==> src/rtl/count_arbiter.sv <==
// count_arbiter
// ---------------------------------------------------------------------------
// Round-robin scheduler sharing one up-counter among NUM_REQ requesters.
// A requester raises req and presents a length on its len slice. The winner
// is granted, its length latched, and the shared counter runs 0..len_q. A
// single-cycle done pulse then marks completion for that requester.
//
// Parameters:
//   NUM_REQ  number of requesters (2..8)
//   CNT_W    counter / length width in bits
//
// Ports:
//   clk    in   rising-edge clock
//   rst    in   synchronous, active-high reset (dominates all inputs)
//   req    in   [NUM_REQ]        per-requester level request
//   len    in   [NUM_REQ*CNT_W]  packed lengths, requester i at [i*CNT_W +: CNT_W]
//   grant  out  [NUM_REQ]        registered one-hot grant, zero when no owner
//   count  out  [CNT_W]          registered shared counter value
//   busy   out                   high whenever the FSM is not idle
//   done   out  [NUM_REQ]        registered one-hot single-cycle completion pulse
//
// Build option:
//   COUNT_ARB_ABORT_EN  when defined, the granted requester dropping its req
//                       during a run abandons the run (no done pulse).
// ---------------------------------------------------------------------------
module count_arbiter #(
    parameter int NUM_REQ = 4,
    parameter int CNT_W   = 3
) (
    input  logic                     clk,
    input  logic                     rst,
    input  logic [NUM_REQ-1:0]       req,
    input  logic [NUM_REQ*CNT_W-1:0] len,
    output logic [NUM_REQ-1:0]       grant,
    output logic [CNT_W-1:0]         count,
    output logic                     busy,
    output logic [NUM_REQ-1:0]       done
);

    localparam int PTR_W = (NUM_REQ > 1) ? $clog2(NUM_REQ) : 1;
    localparam logic [PTR_W-1:0] LAST = PTR_W'(NUM_REQ - 1);
    localparam logic [PTR_W:0]   NREQ = NUM_REQ[PTR_W:0];

    typedef enum logic [1:0] {
        ST_IDLE,
        ST_RUN,
        ST_DONE
    } state_t;

    state_t             state;
    logic [PTR_W-1:0]   ptr;
    logic [CNT_W-1:0]   len_q;

    // Winner selection: rotate req so the pointer position lands at bit 0,
    // find the lowest set bit, then rotate the offset back.
    logic [2*NUM_REQ-1:0] req_dbl;
    logic [NUM_REQ-1:0]   rot;
    logic [PTR_W-1:0]     off;
    logic [PTR_W:0]       sum;
    logic [PTR_W:0]       diff;
    logic [PTR_W-1:0]     win;
    logic [PTR_W-1:0]     ptr_nxt;
    logic [CNT_W-1:0]     win_len;
    logic [NUM_REQ-1:0]   win_onehot;
    logic                 owner_drop;

    assign req_dbl = {req, req} >> ptr;
    assign rot     = req_dbl[NUM_REQ-1:0];

    always_comb begin
        off = '0;
        // Scan downward so the lowest set bit (closest to the pointer) wins.
        for (int k = NUM_REQ - 1; k >= 0; k--) begin
            if (rot[k]) begin
                off = PTR_W'(k);
            end
        end
    end

    assign sum  = {1'b0, ptr} + {1'b0, off};
    assign diff = sum - NREQ;
    assign win  = (sum >= NREQ) ? diff[PTR_W-1:0] : sum[PTR_W-1:0];

    assign ptr_nxt = (win == LAST) ? '0 : win + 1'b1;

    always_comb begin
        win_len    = '0;
        win_onehot = '0;
        for (int k = 0; k < NUM_REQ; k++) begin
            if (win == PTR_W'(k)) begin
                win_len       = len[k*CNT_W +: CNT_W];
                win_onehot[k] = 1'b1;
            end
        end
    end

    // The current owner has released its request (only acted upon when the
    // abort option is built in).
    assign owner_drop = ((req & grant) == '0);

    assign busy = (state != ST_IDLE);

    always_ff @(posedge clk) begin
        if (rst) begin
            state <= ST_IDLE;
            grant <= '0;
            done  <= '0;
            count <= '0;
            ptr   <= '0;
            len_q <= '0;
        end else begin
            case (state)
                ST_IDLE: begin
                    done  <= '0;
                    count <= '0;
                    grant <= '0;
                    if (req != '0) begin
                        grant <= win_onehot;
                        len_q <= win_len;
                        ptr   <= ptr_nxt;
                        state <= ST_RUN;
                    end
                end

                ST_RUN: begin
`ifdef COUNT_ARB_ABORT_EN
                    // Abort outranks the terminal-count check on the same edge.
                    if (owner_drop) begin
                        state <= ST_IDLE;
                        grant <= '0;
                        count <= '0;
                    end else if (count == len_q) begin
                        state <= ST_DONE;
                        done  <= grant;
                        grant <= '0;
                    end else begin
                        count <= count + 1'b1;
                    end
`else
                    if (count == len_q) begin
                        state <= ST_DONE;
                        done  <= grant;
                        grant <= '0;
                    end else begin
                        count <= count + 1'b1;
                    end
`endif
                end

                ST_DONE: begin
                    done  <= '0;
                    grant <= '0;
                    count <= '0;
                    state <= ST_IDLE;
                end

                default: begin
                    state <= ST_IDLE;
                    grant <= '0;
                    done  <= '0;
                    count <= '0;
                end
            endcase
        end
    end

`ifndef COUNT_ARB_ABORT_EN
    // owner_drop only steers the abort path; keep it referenced otherwise.
    logic unused_owner_drop;
    assign unused_owner_drop = owner_drop;
`endif

endmodule

==> config.mk <==
export PLATFORM = sky130hd
export DESIGN_NAME = count_arbiter
export DESIGN_NICKNAME = d
export VERILOG_FILES = /design/src/rtl/count_arbiter.sv
export SDC_FILE = /design/constraint.sdc
export NUM_CORES = 1
export LEC_CHECK = 0
export CORE_MARGIN = 5
export CORE_UTILIZATION = 40
export DETAILED_ROUTE_END_ITERATION = 16
export PLACE_DENSITY = 0.69
export SETUP_SLACK_MARGIN = 0.4
export SYNTH_ARGS = -nofsm -noshare
export SYNTH_HDL_FRONTEND = slang
export SYNTH_SLANG_ARGS = --single-unit
==> constraint.sdc <==
create_clock -name clk -period 7.6 [get_ports clk]
set_clock_uncertainty 0.05 [all_clocks]
set_input_delay 1.9 -clock clk [delete_from_list [all_inputs] [get_ports clk]]
set_output_delay 1.9 -clock clk [all_outputs]
set_load 0.02 [all_outputs]
==> results of run 1 <==
-- cell usage in the layout (no fill, tap or decap), drive strengths merged, types with 2 or more instances in the layout --
| cell | n |
|---|---|
| clkdlybuf4s50 | 29 |
| dfxtp | 18 |
| nor2 | 18 |
| a21oi | 14 |
| nand2 | 13 |
| a22oi | 9 |
| xnor2 | 6 |
| ha | 6 |
| o21ai | 5 |
| nor2b | 4 |
| inv | 3 |
| clkbuf | 3 |
| nor3 | 2 |
| nor4 | 2 |
| xor2 | 2 |
| nand3b | 2 |
| or2 | 2 |
| and3 | 2 |
-- power by group through the flow --
stage,Combinational (mW),Sequential (mW),Clock (mW)
after detailed placement,0.316,0.148,0
final,0.315,0.146,0.0473
after floorplan,0.242,0.147,0
after global routing,0.358,0.151,0.0527
after global placement,0.312,0.147,0
after CTS,0.318,0.145,0.0490
-- how the worst max path moves through the flow --
stage,from,to,slack [ns]
5_1_grt,req[1],len_q[0],2.83
6_report,req[1],len_q[0],3.06
2_1_floorplan,req[0],len_q[0],3.56
3_5_place_dp,req[1],len_q[2],2.79
3_3_place_gp,req[1],len_q[0],2.84
4_1_cts,req[1],len_q[0],3.07
-- layer usage --
| metal | up-vias | wire length [um] | GRT usage, % |
|---|---|---|---|
| li1 | 494 | - | - |
| met1 | 420 | 1060 | 17.5 |
| met2 | 25 | 1090 | 22.2 |
| met3 | 2 | 149 | 4.40 |
| met4 | 0 | 14 | 3.72 |
| met5 | - | 0 | 0 |
-- cells by family (layout without fill, tap and decap cells) --
| family | after synthesis | count (layout) | synth area share, % |
|---|---|---|---|
| AOI/OAI and AO/OA | 37 | 37 | 23.2 |
| buffers and inverters | 9 | 35 | 4.32 |
| and+or+nand+nor | 48 | 48 | 24.0 |
| DFF | 18 | 18 | 34.6 |
| xor gates and xnor gates | 8 | 8 | 6.72 |
| adders and majority gates | 6 | 6 | 7.20 |
-- synthesized netlist by cell type --
cell | instances | share of area, %
sky130_fd_sc_hd__a211o_1 | 1 | 0.84
sky130_fd_sc_hd__a211oi_1 | 1 | 0.72
sky130_fd_sc_hd__a21o_1 | 1 | 0.72
sky130_fd_sc_hd__a21oi_1 | 14 | 6.7
sky130_fd_sc_hd__a221oi_1 | 1 | 0.84
sky130_fd_sc_hd__a22oi_1 | 9 | 6.5
sky130_fd_sc_hd__a31oi_1 | 1 | 0.60
sky130_fd_sc_hd__and3_2 | 1 | 0.72
sky130_fd_sc_hd__and3_4 | 1 | 1.1
sky130_fd_sc_hd__buf_2 | 1 | 0.48
sky130_fd_sc_hd__buf_4 | 1 | 0.72
sky130_fd_sc_hd__clkbuf_1 | 2 | 0.72
sky130_fd_sc_hd__clkbuf_2 | 1 | 0.48
sky130_fd_sc_hd__dfxtp_1 | 18 | 35
sky130_fd_sc_hd__dlygate4sd1_1 | 1 | 0.84
sky130_fd_sc_hd__ha_1 | 6 | 7.2
sky130_fd_sc_hd__inv_1 | 3 | 1.1
sky130_fd_sc_hd__nand2_1 | 13 | 4.7
sky130_fd_sc_hd__nand3_1 | 1 | 0.48
sky130_fd_sc_hd__nand3b_1 | 2 | 1.4
sky130_fd_sc_hd__nor2_1 | 17 | 6.1
sky130_fd_sc_hd__nor2_2 | 1 | 0.60
sky130_fd_sc_hd__nor2b_1 | 3 | 1.8
sky130_fd_sc_hd__nor2b_2 | 1 | 0.84
sky130_fd_sc_hd__nor3_1 | 2 | 0.96
sky130_fd_sc_hd__nor3b_4 | 1 | 1.8
sky130_fd_sc_hd__nor4_1 | 2 | 1.2
sky130_fd_sc_hd__o211ai_1 | 1 | 0.72
sky130_fd_sc_hd__o21a_1 | 1 | 0.72
sky130_fd_sc_hd__o21ai_0 | 5 | 2.4
sky130_fd_sc_hd__o22a_1 | 1 | 0.84
sky130_fd_sc_hd__o41ai_2 | 1 | 1.6
sky130_fd_sc_hd__or2_2 | 1 | 0.60
sky130_fd_sc_hd__or2_4 | 1 | 0.84
sky130_fd_sc_hd__or3b_2 | 1 | 0.84
sky130_fd_sc_hd__xnor2_1 | 6 | 5.0
sky130_fd_sc_hd__xor2_1 | 2 | 1.7
-- flip-flops by register name (all words and copies together), names as in the netlist --
name	flops
ptr	2
done	4
grant	4
len_q	3
state	2
count	3
-- per-stage QoR --
step / power (mW) / util (%)
CTS: 0.512 / 54.8
finish: 0.508 / 54.8
global placement: 0.459 / 53.9
global route: 0.562 / 54.8
detailed placement: 0.464 / 53.9
floorplan: 0.389 / -
-- final cells by class --
class	instances	area (sq um)	area share, %
Clock buffer	3	22.5	1.66
Multi-Input combinational cell	99	637	46.9
Inverter	3	11.3	0.829
Timing Repair Buffer	29	290	21.4
Tap cell	30	37.5	2.76
Sequential cell	18	360	26.5
-- worst min-delay path: stages, from the launching register on --
cell and delay (ns):
sky130_fd_sc_hd__dfxtp_1 0.32, sky130_fd_sc_hd__nand2_1 0.05, sky130_fd_sc_hd__a21oi_1 0.05
==> flow_results.xml, run 1 <==
<?xml version="1.0" encoding="UTF-8"?>
<metrics>
  <group name="timing">
    <metric name="worst_setup_margin" unit="ns">3.06</metric>
    <metric name="hold_viol_final" unit="">0</metric>
    <metric name="worst_pin_slew" unit="ns">0.470</metric>
    <metric name="setup_total_negative_slack" unit="ns">0</metric>
    <metric name="final_critical_path_share_of_the_clock_period" unit="%">59.8</metric>
    <metric name="setup_viol" unit="">0</metric>
    <metric name="final.min_clock_period" unit="ns">4.54</metric>
    <metric name="max-slew-margin-rel" unit="%">68.7</metric>
    <metric name="drv_slew" unit="">0</metric>
    <metric name="unrepaired_setup_endpoints_after_global_routing" unit="">false</metric>
    <metric name="final.hold.worst_slack" unit="ns">0.409</metric>
    <metric name="top_achievable_clock_speed" unit="MHz">220</metric>
  </group>
  <group name="clock_network">
    <metric name="cts-htree-levels" unit="">1</metric>
    <metric name="clock-sinks" unit="">18</metric>
    <metric name="clock-root-buffer" unit="">sky130_fd_sc_hd__clkbuf_4</metric>
    <metric name="cts_buffers" unit="">3</metric>
    <metric name="clk_latency_worst_skew_pair" unit="ns">0.29</metric>
    <metric name="post_cts.resized_instances" unit="">0</metric>
    <metric name="tritoncts" unit="">done</metric>
    <metric name="maximum_clock_path_buffer_count" unit="">2</metric>
    <metric name="postcts_setup_bufs" unit="">0</metric>
    <metric name="worst_setup_hold_path_clk_slew" unit="ns">0.10</metric>
    <metric name="post_cts_hold_buffer_count" unit="">0</metric>
  </group>
  <group name="floorplanning">
    <metric name="io_pins" unit="">30</metric>
    <metric name="rows" unit="">18</metric>
    <metric name="total_die_area" unit="sq um">3730</metric>
    <metric name="floorplan.core_area" unit="sq um">2480</metric>
    <metric name="die_width" unit="um">61.0</metric>
    <metric name="height_of_the_chip" unit="um">61.0</metric>
    <metric name="floorplan.initialDensity" unit="%">42.1</metric>
  </group>
  <group name="placed_design">
    <metric name="dpl.cell_count" unit="">179</metric>
    <metric name="post-place-ws" unit="ns">2.79</metric>
    <metric name="place.port_buffers" unit="">29</metric>
    <metric name="place_hpwl" unit="um">1820</metric>
    <metric name="postPlaceCellArea" unit="sq um">1340</metric>
    <metric name="finalWeightedCongestion" unit="">0.805</metric>
  </group>
  <group name="finish">
    <metric name="syn_to_final_growth" unit="%">30.4</metric>
    <metric name="layout.nets" unit="">178</metric>
    <metric name="drive_above_1_share" unit="%">7.89</metric>
    <metric name="n_fill_cell" unit="">236</metric>
    <metric name="layoutNonFillerInstCount" unit="">182</metric>
    <metric name="antenna-diode-count" unit="">0</metric>
    <metric name="final_design_area_no_fill" unit="sq um">1360</metric>
  </group>
  <group name="flow_run">
    <metric name="drv.max_cap_violation_count" unit="">0</metric>
  </group>
  <group name="setup_path">
    <metric name="worstPathMaxFanout" unit="">7</metric>
    <metric name="reg2reg_depth" unit="">12</metric>
    <metric name="worstReg2RegStart" unit="">ptr[0]</metric>
    <metric name="critical_path.reg2reg.endpoint" unit="">len_q[0]</metric>
    <metric name="cp_num_buf_inv" unit="">1</metric>
    <metric name="timing.critical_path.arrival" unit="ns">4.70</metric>
    <metric name="timing.setup.critical_path_class" unit="">input port to flop</metric>
    <metric name="cp-end-kind" unit="">flop</metric>
    <metric name="timing.critical_path.cells" unit="">clkdlybuf4s50_1 &gt; nor2b_2 &gt; a221oi_1 &gt; a21oi_1 &gt; a211o_1 &gt; ha_1 &gt; xnor2_1 &gt; xnor2_1 &gt; ha_1 &gt; nand3b_1 &gt; a21oi_1 &gt; a211oi_1 &gt; o41ai_2</metric>
    <metric name="critical-path-max-stage-delay" unit="ns">0.62</metric>
    <metric name="worstSetupPathDepth" unit="">13</metric>
    <metric name="critical-path-slowest-cell" unit="">sky130_fd_sc_hd__clkdlybuf4s50_1</metric>
    <metric name="worstSetupStartpointType" unit="">input port</metric>
    <metric name="ff2ff_setup_slack" unit="ns">4.73</metric>
    <metric name="cpLargestDelayFamily" unit="">compound AO/OA/AOI/OAI gates</metric>
    <metric name="critical_path_required" unit="ns">7.76</metric>
  </group>
  <group name="route">
    <metric name="routed_wire_length" unit="um">2320</metric>
    <metric name="postRouteAntennaNets" unit="">0</metric>
    <metric name="detailroute.via_count" unit="">941</metric>
    <metric name="wl_per_cell" unit="um">12.8</metric>
    <metric name="remaining_drc_errors" unit="">0</metric>
    <metric name="drt_pre_antenna_iters" unit="">4</metric>
    <metric name="first_iter_violations" unit="">65</metric>
    <metric name="detail_route.vias_per_cell" unit="">5.17</metric>
  </group>
  <group name="power">
    <metric name="clockPowerShare" unit="%">9.3</metric>
    <metric name="power_frac_comb" unit="%">62.0</metric>
    <metric name="intPower" unit="mW">0.282</metric>
    <metric name="register_share_of_total_power" unit="%">28.7</metric>
    <metric name="ir_worst_vdd" unit="uV">236</metric>
    <metric name="leakage" unit="nW">0.508</metric>
    <metric name="netSwitchingPower" unit="mW">0.226</metric>
    <metric name="power_switching_share" unit="%">44.5</metric>
    <metric name="power.density_cell_area" unit="nW/um^2">374</metric>
  </group>
  <group name="logic_synthesis">
    <metric name="yosysSeqAreaShare" unit="%">34.6</metric>
    <metric name="synth_warnings" unit="">0</metric>
    <metric name="synth_fp_nets" unit="">150</metric>
    <metric name="syn_area_per_cell" unit="sq um">8.27</metric>
    <metric name="yosys_register_bits" unit="">18</metric>
    <metric name="synth.lib_cells_used.distinct" unit="">37</metric>
    <metric name="netlist_area" unit="sq um">1040</metric>
    <metric name="netlist_instances" unit="">126</metric>
  </group>
  <group name="grt">
    <metric name="grt_pass1_wl" unit="um">3910</metric>
    <metric name="gr-total-overflow" unit="">0</metric>
    <metric name="grt_max_degree" unit="">13</metric>
    <metric name="first_global_vias" unit="">917</metric>
    <metric name="grt_antenna_before_repair" unit="">0</metric>
    <metric name="global_route_usage_sum" unit="%">13.7</metric>
  </group>
  <group name="worst_hold_path">
    <metric name="worst_min_path_class" unit="">flop to flop</metric>
    <metric name="number_of_cells_on_the_worst_hold_path" unit="">2</metric>
    <metric name="worstHoldStart" unit="">done[0]</metric>
    <metric name="holdPathEnd" unit="">done[0]</metric>
  </group>
  <group name="outcome">
    <metric name="run_status" unit="">complete, no violations</metric>
  </group>
</metrics>
Power figures use the tool's default switching activity.
==> run 2: changes to the inputs <==
--- a/config.mk
+++ b/config.mk
@@ -8,7 +8,7 @@
 export CORE_MARGIN = 5
 export CORE_UTILIZATION = 40
 export DETAILED_ROUTE_END_ITERATION = 16
-export PLACE_DENSITY = 0.69
+export PLACE_DENSITY = 0.72
 export SETUP_SLACK_MARGIN = 0.4
 export SYNTH_ARGS = -nofsm -noshare
 export SYNTH_HDL_FRONTEND = slang
==> constraint.sdc (replaced) <==
create_clock -name clk -period 3.7 [get_ports clk]
set_clock_uncertainty 0.05 [all_clocks]
set_input_delay 0.925 -clock clk [delete_from_list [all_inputs] [get_ports clk]]
set_output_delay 0.925 -clock clk [all_outputs]
set_load 0.02 [all_outputs]
==> flow_results.xml, run 2 (synthesis results as in run 1) <==
<?xml version="1.0" encoding="UTF-8"?>
<metrics>
  <group name="outcome">
    <metric name="run_status" unit="">complete, no violations</metric>
  </group>
  <group name="timing">
    <metric name="top_achievable_clock_speed" unit="MHz">324</metric>
    <metric name="worst_setup_margin" unit="ns">0.614</metric>
    <metric name="worst_pin_slew" unit="ns">0.442</metric>
    <metric name="final_critical_path_share_of_the_clock_period" unit="%">83.4</metric>
    <metric name="max-slew-margin-rel" unit="%">70.5</metric>
    <metric name="setup_total_negative_slack" unit="ns">0</metric>
    <metric name="unrepaired_setup_endpoints_after_global_routing" unit="">false</metric>
    <metric name="final.min_clock_period" unit="ns">3.09</metric>
    <metric name="drv_slew" unit="">0</metric>
    <metric name="hold_viol_final" unit="">0</metric>
    <metric name="setup_viol" unit="">0</metric>
  </group>
  <group name="floorplanning">
    <metric name="io_pins" unit="">30</metric>
    <metric name="floorplan.initialDensity" unit="%">42.1</metric>
    <metric name="die_width" unit="um">61.0</metric>
    <metric name="height_of_the_chip" unit="um">61.0</metric>
    <metric name="total_die_area" unit="sq um">3730</metric>
    <metric name="floorplan.core_area" unit="sq um">2480</metric>
    <metric name="rows" unit="">18</metric>
  </group>
  <group name="route">
    <metric name="first_iter_violations" unit="">21</metric>
    <metric name="wl_per_cell" unit="um">14.1</metric>
    <metric name="remaining_drc_errors" unit="">0</metric>
    <metric name="postRouteAntennaNets" unit="">0</metric>
    <metric name="detailroute.via_count" unit="">1053</metric>
    <metric name="routed_wire_length" unit="um">2690</metric>
    <metric name="detail_route.vias_per_cell" unit="">5.51</metric>
    <metric name="drt_pre_antenna_iters" unit="">4</metric>
  </group>
  <group name="finish">
    <metric name="most-common-layout-cells" unit="">sky130_fd_sc_hd__clkdlybuf4s50_1 (25), sky130_fd_sc_hd__dfxtp_1 (18), sky130_fd_sc_hd__nor2_1 (15)</metric>
    <metric name="antenna-diode-count" unit="">0</metric>
    <metric name="most_frequent_standard_cell_in_the_layout_excluding_fill_and_tap_cells" unit="">sky130_fd_sc_hd__clkdlybuf4s50_1</metric>
    <metric name="multi_input_gate_area_in_the_final_layout" unit="sq um">756</metric>
    <metric name="largest_registers" unit="">done x4, grant x4</metric>
    <metric name="drive_above_1_share" unit="%">22.4</metric>
    <metric name="seq_area" unit="sq um">360</metric>
    <metric name="n_fill_cell" unit="">229</metric>
    <metric name="layout.nets" unit="">186</metric>
    <metric name="syn_to_final_growth" unit="%">49.1</metric>
    <metric name="layoutNonFillerInstCount" unit="">191</metric>
  </group>
  <group name="worst_hold_path">
    <metric name="number_of_cells_on_the_worst_hold_path" unit="">2</metric>
    <metric name="worst_min_path_class" unit="">flop to flop</metric>
  </group>
  <group name="power">
    <metric name="clockPowerShare" unit="%">9.3</metric>
    <metric name="power.density_cell_area" unit="nW/um^2">854</metric>
    <metric name="power_frac_comb" unit="%">67.5</metric>
    <metric name="intPower" unit="mW">0.759</metric>
    <metric name="power_switching_share" unit="%">42.8</metric>
    <metric name="register_share_of_total_power" unit="%">23.2</metric>
    <metric name="ir_worst_vdd" unit="uV">528</metric>
    <metric name="netSwitchingPower" unit="mW">0.568</metric>
    <metric name="leakage" unit="nW">0.592</metric>
  </group>
  <group name="placed_design">
    <metric name="dpl.cell_count" unit="">184</metric>
    <metric name="place.port_buffers" unit="">29</metric>
    <metric name="post-place-ws" unit="ns">-0.0463</metric>
    <metric name="place_hpwl" unit="um">1950</metric>
    <metric name="finalWeightedCongestion" unit="">0.838</metric>
  </group>
  <group name="setup_path">
    <metric name="critical-path-max-stage-delay" unit="ns">0.39</metric>
    <metric name="timing.critical_path.cells" unit="">dlygate4sd2_1 &gt; buf_4 &gt; nor4_1 &gt; a211o_1 &gt; ha_4 &gt; xnor2_4 &gt; xnor2_2 &gt; ha_2 &gt; nor2b_4 &gt; a22oi_2 &gt; o21ai_1 &gt; a22oi_1 &gt; nor2_1</metric>
    <metric name="worstSetupStartpointType" unit="">input port</metric>
    <metric name="timing.setup.critical_path_class" unit="">input port to flop</metric>
    <metric name="reg2reg_depth" unit="">13</metric>
    <metric name="cp-end-kind" unit="">flop</metric>
    <metric name="timing.critical_path.arrival" unit="ns">3.27</metric>
    <metric name="critical-path-slowest-cell" unit="">sky130_fd_sc_hd__nor4_1</metric>
    <metric name="worstPathMaxFanout" unit="">6</metric>
    <metric name="critical_path_required" unit="ns">3.89</metric>
  </group>
  <group name="grt">
    <metric name="global_route_usage_sum" unit="%">15.5</metric>
    <metric name="grt_antenna_before_repair" unit="">0</metric>
    <metric name="first_global_vias" unit="">1021</metric>
    <metric name="gr-total-overflow" unit="">0</metric>
    <metric name="grt_max_degree" unit="">13</metric>
    <metric name="grt_pass1_wl" unit="um">4310</metric>
  </group>
  <group name="clock_network">
    <metric name="cts-htree-levels" unit="">1</metric>
    <metric name="clk_latency_worst_skew_pair" unit="ns">0.30</metric>
    <metric name="clock-sinks" unit="">18</metric>
    <metric name="post_cts_hold_buffer_count" unit="">0</metric>
    <metric name="maximum_clock_path_buffer_count" unit="">2</metric>
    <metric name="tritoncts" unit="">done</metric>
    <metric name="cts_buffers" unit="">3</metric>
    <metric name="clock-root-buffer" unit="">sky130_fd_sc_hd__clkbuf_4</metric>
    <metric name="worst_setup_hold_path_clk_slew" unit="ns">0.10</metric>
  </group>
  <group name="flow_run">
    <metric name="drv.max_cap_violation_count" unit="">0</metric>
  </group>
</metrics>
[run 2: power by group through the flow]
stage / clock network (mW) / registers (mW) / logic, mW
3_3_place_gp: 0 / 0.304 / 0.652
3_5_place_dp: 0 / 0.305 / 0.674
6_report: 0.124 / 0.308 / 0.895
2_1_floorplan: 0 / 0.302 / 0.498
5_1_grt: 0.141 / 0.315 / 0.995
4_1_cts: 0.127 / 0.302 / 0.728
[run 2: worst paths after layout]
check               start       end  slack (ns)
hold / removal    done[0]   done[0]        0.41
setup / recovery   req[2]  len_q[2]        0.61
hold reg to reg   done[0]   done[0]        0.41
setup reg to reg   ptr[0]  len_q[2]        0.89
[run 2: cell type report]
type | count | area share [%]
repair buffers | 37 | 22.7
clock buffers | 4 | 2.33
well taps | 30 | 2.42
multi-input cells | 99 | 48.6
inverters | 3 | 0.725
flip-flops and latches | 18 | 23.2
[run 2: metrics by stage]
| step | instance area, sq um | power [mW] | util [%] | hold slack, ns |
|---|---|---|---|---|
| after CTS | 1450 | 1.16 | 58.6 | 0.413 |
| after floorplan | 1040 | 0.800 | - | 0.426 |
| after global routing | 1550 | 1.45 | 62.7 | 0.446 |
| after detailed placement | 1370 | 0.979 | 55.5 | 0.399 |
| after global placement | 1370 | 0.956 | 55.5 | 0.395 |
| final | 1550 | 1.33 | 62.7 | 0.411 |
[run 2: per-layer routing]
layer / share of wire [%] / wire length, um / track usage, % / vias up
met3: 5.0 / 134 / 5.03 / 6
met5: 0 / 0 / 0 / -
met4: 1.7 / 45 / 5.26 / 0
met2: 52 / 1410 / 26.6 / 32
li1: - / - / - / 514
met1: 41 / 1100 / 18.2 / 501
[run 2: timing repair]
item,in CTS,in global routing
gates resized for setup,11,16
pin swaps,4,10
setup endpoints to repair,4,4
setup buffers,1,2
[run 2: worst max-delay path: cells and delay by family]
kind	cells	cell delay (ns)
adder cells (fa/ha/maj)	2	0.40
AND/OR/NAND/NOR	3	0.65
AO/OA/AOI/OAI	4	0.48
XOR/XNOR	2	0.35
buffers and inverters	2	0.47
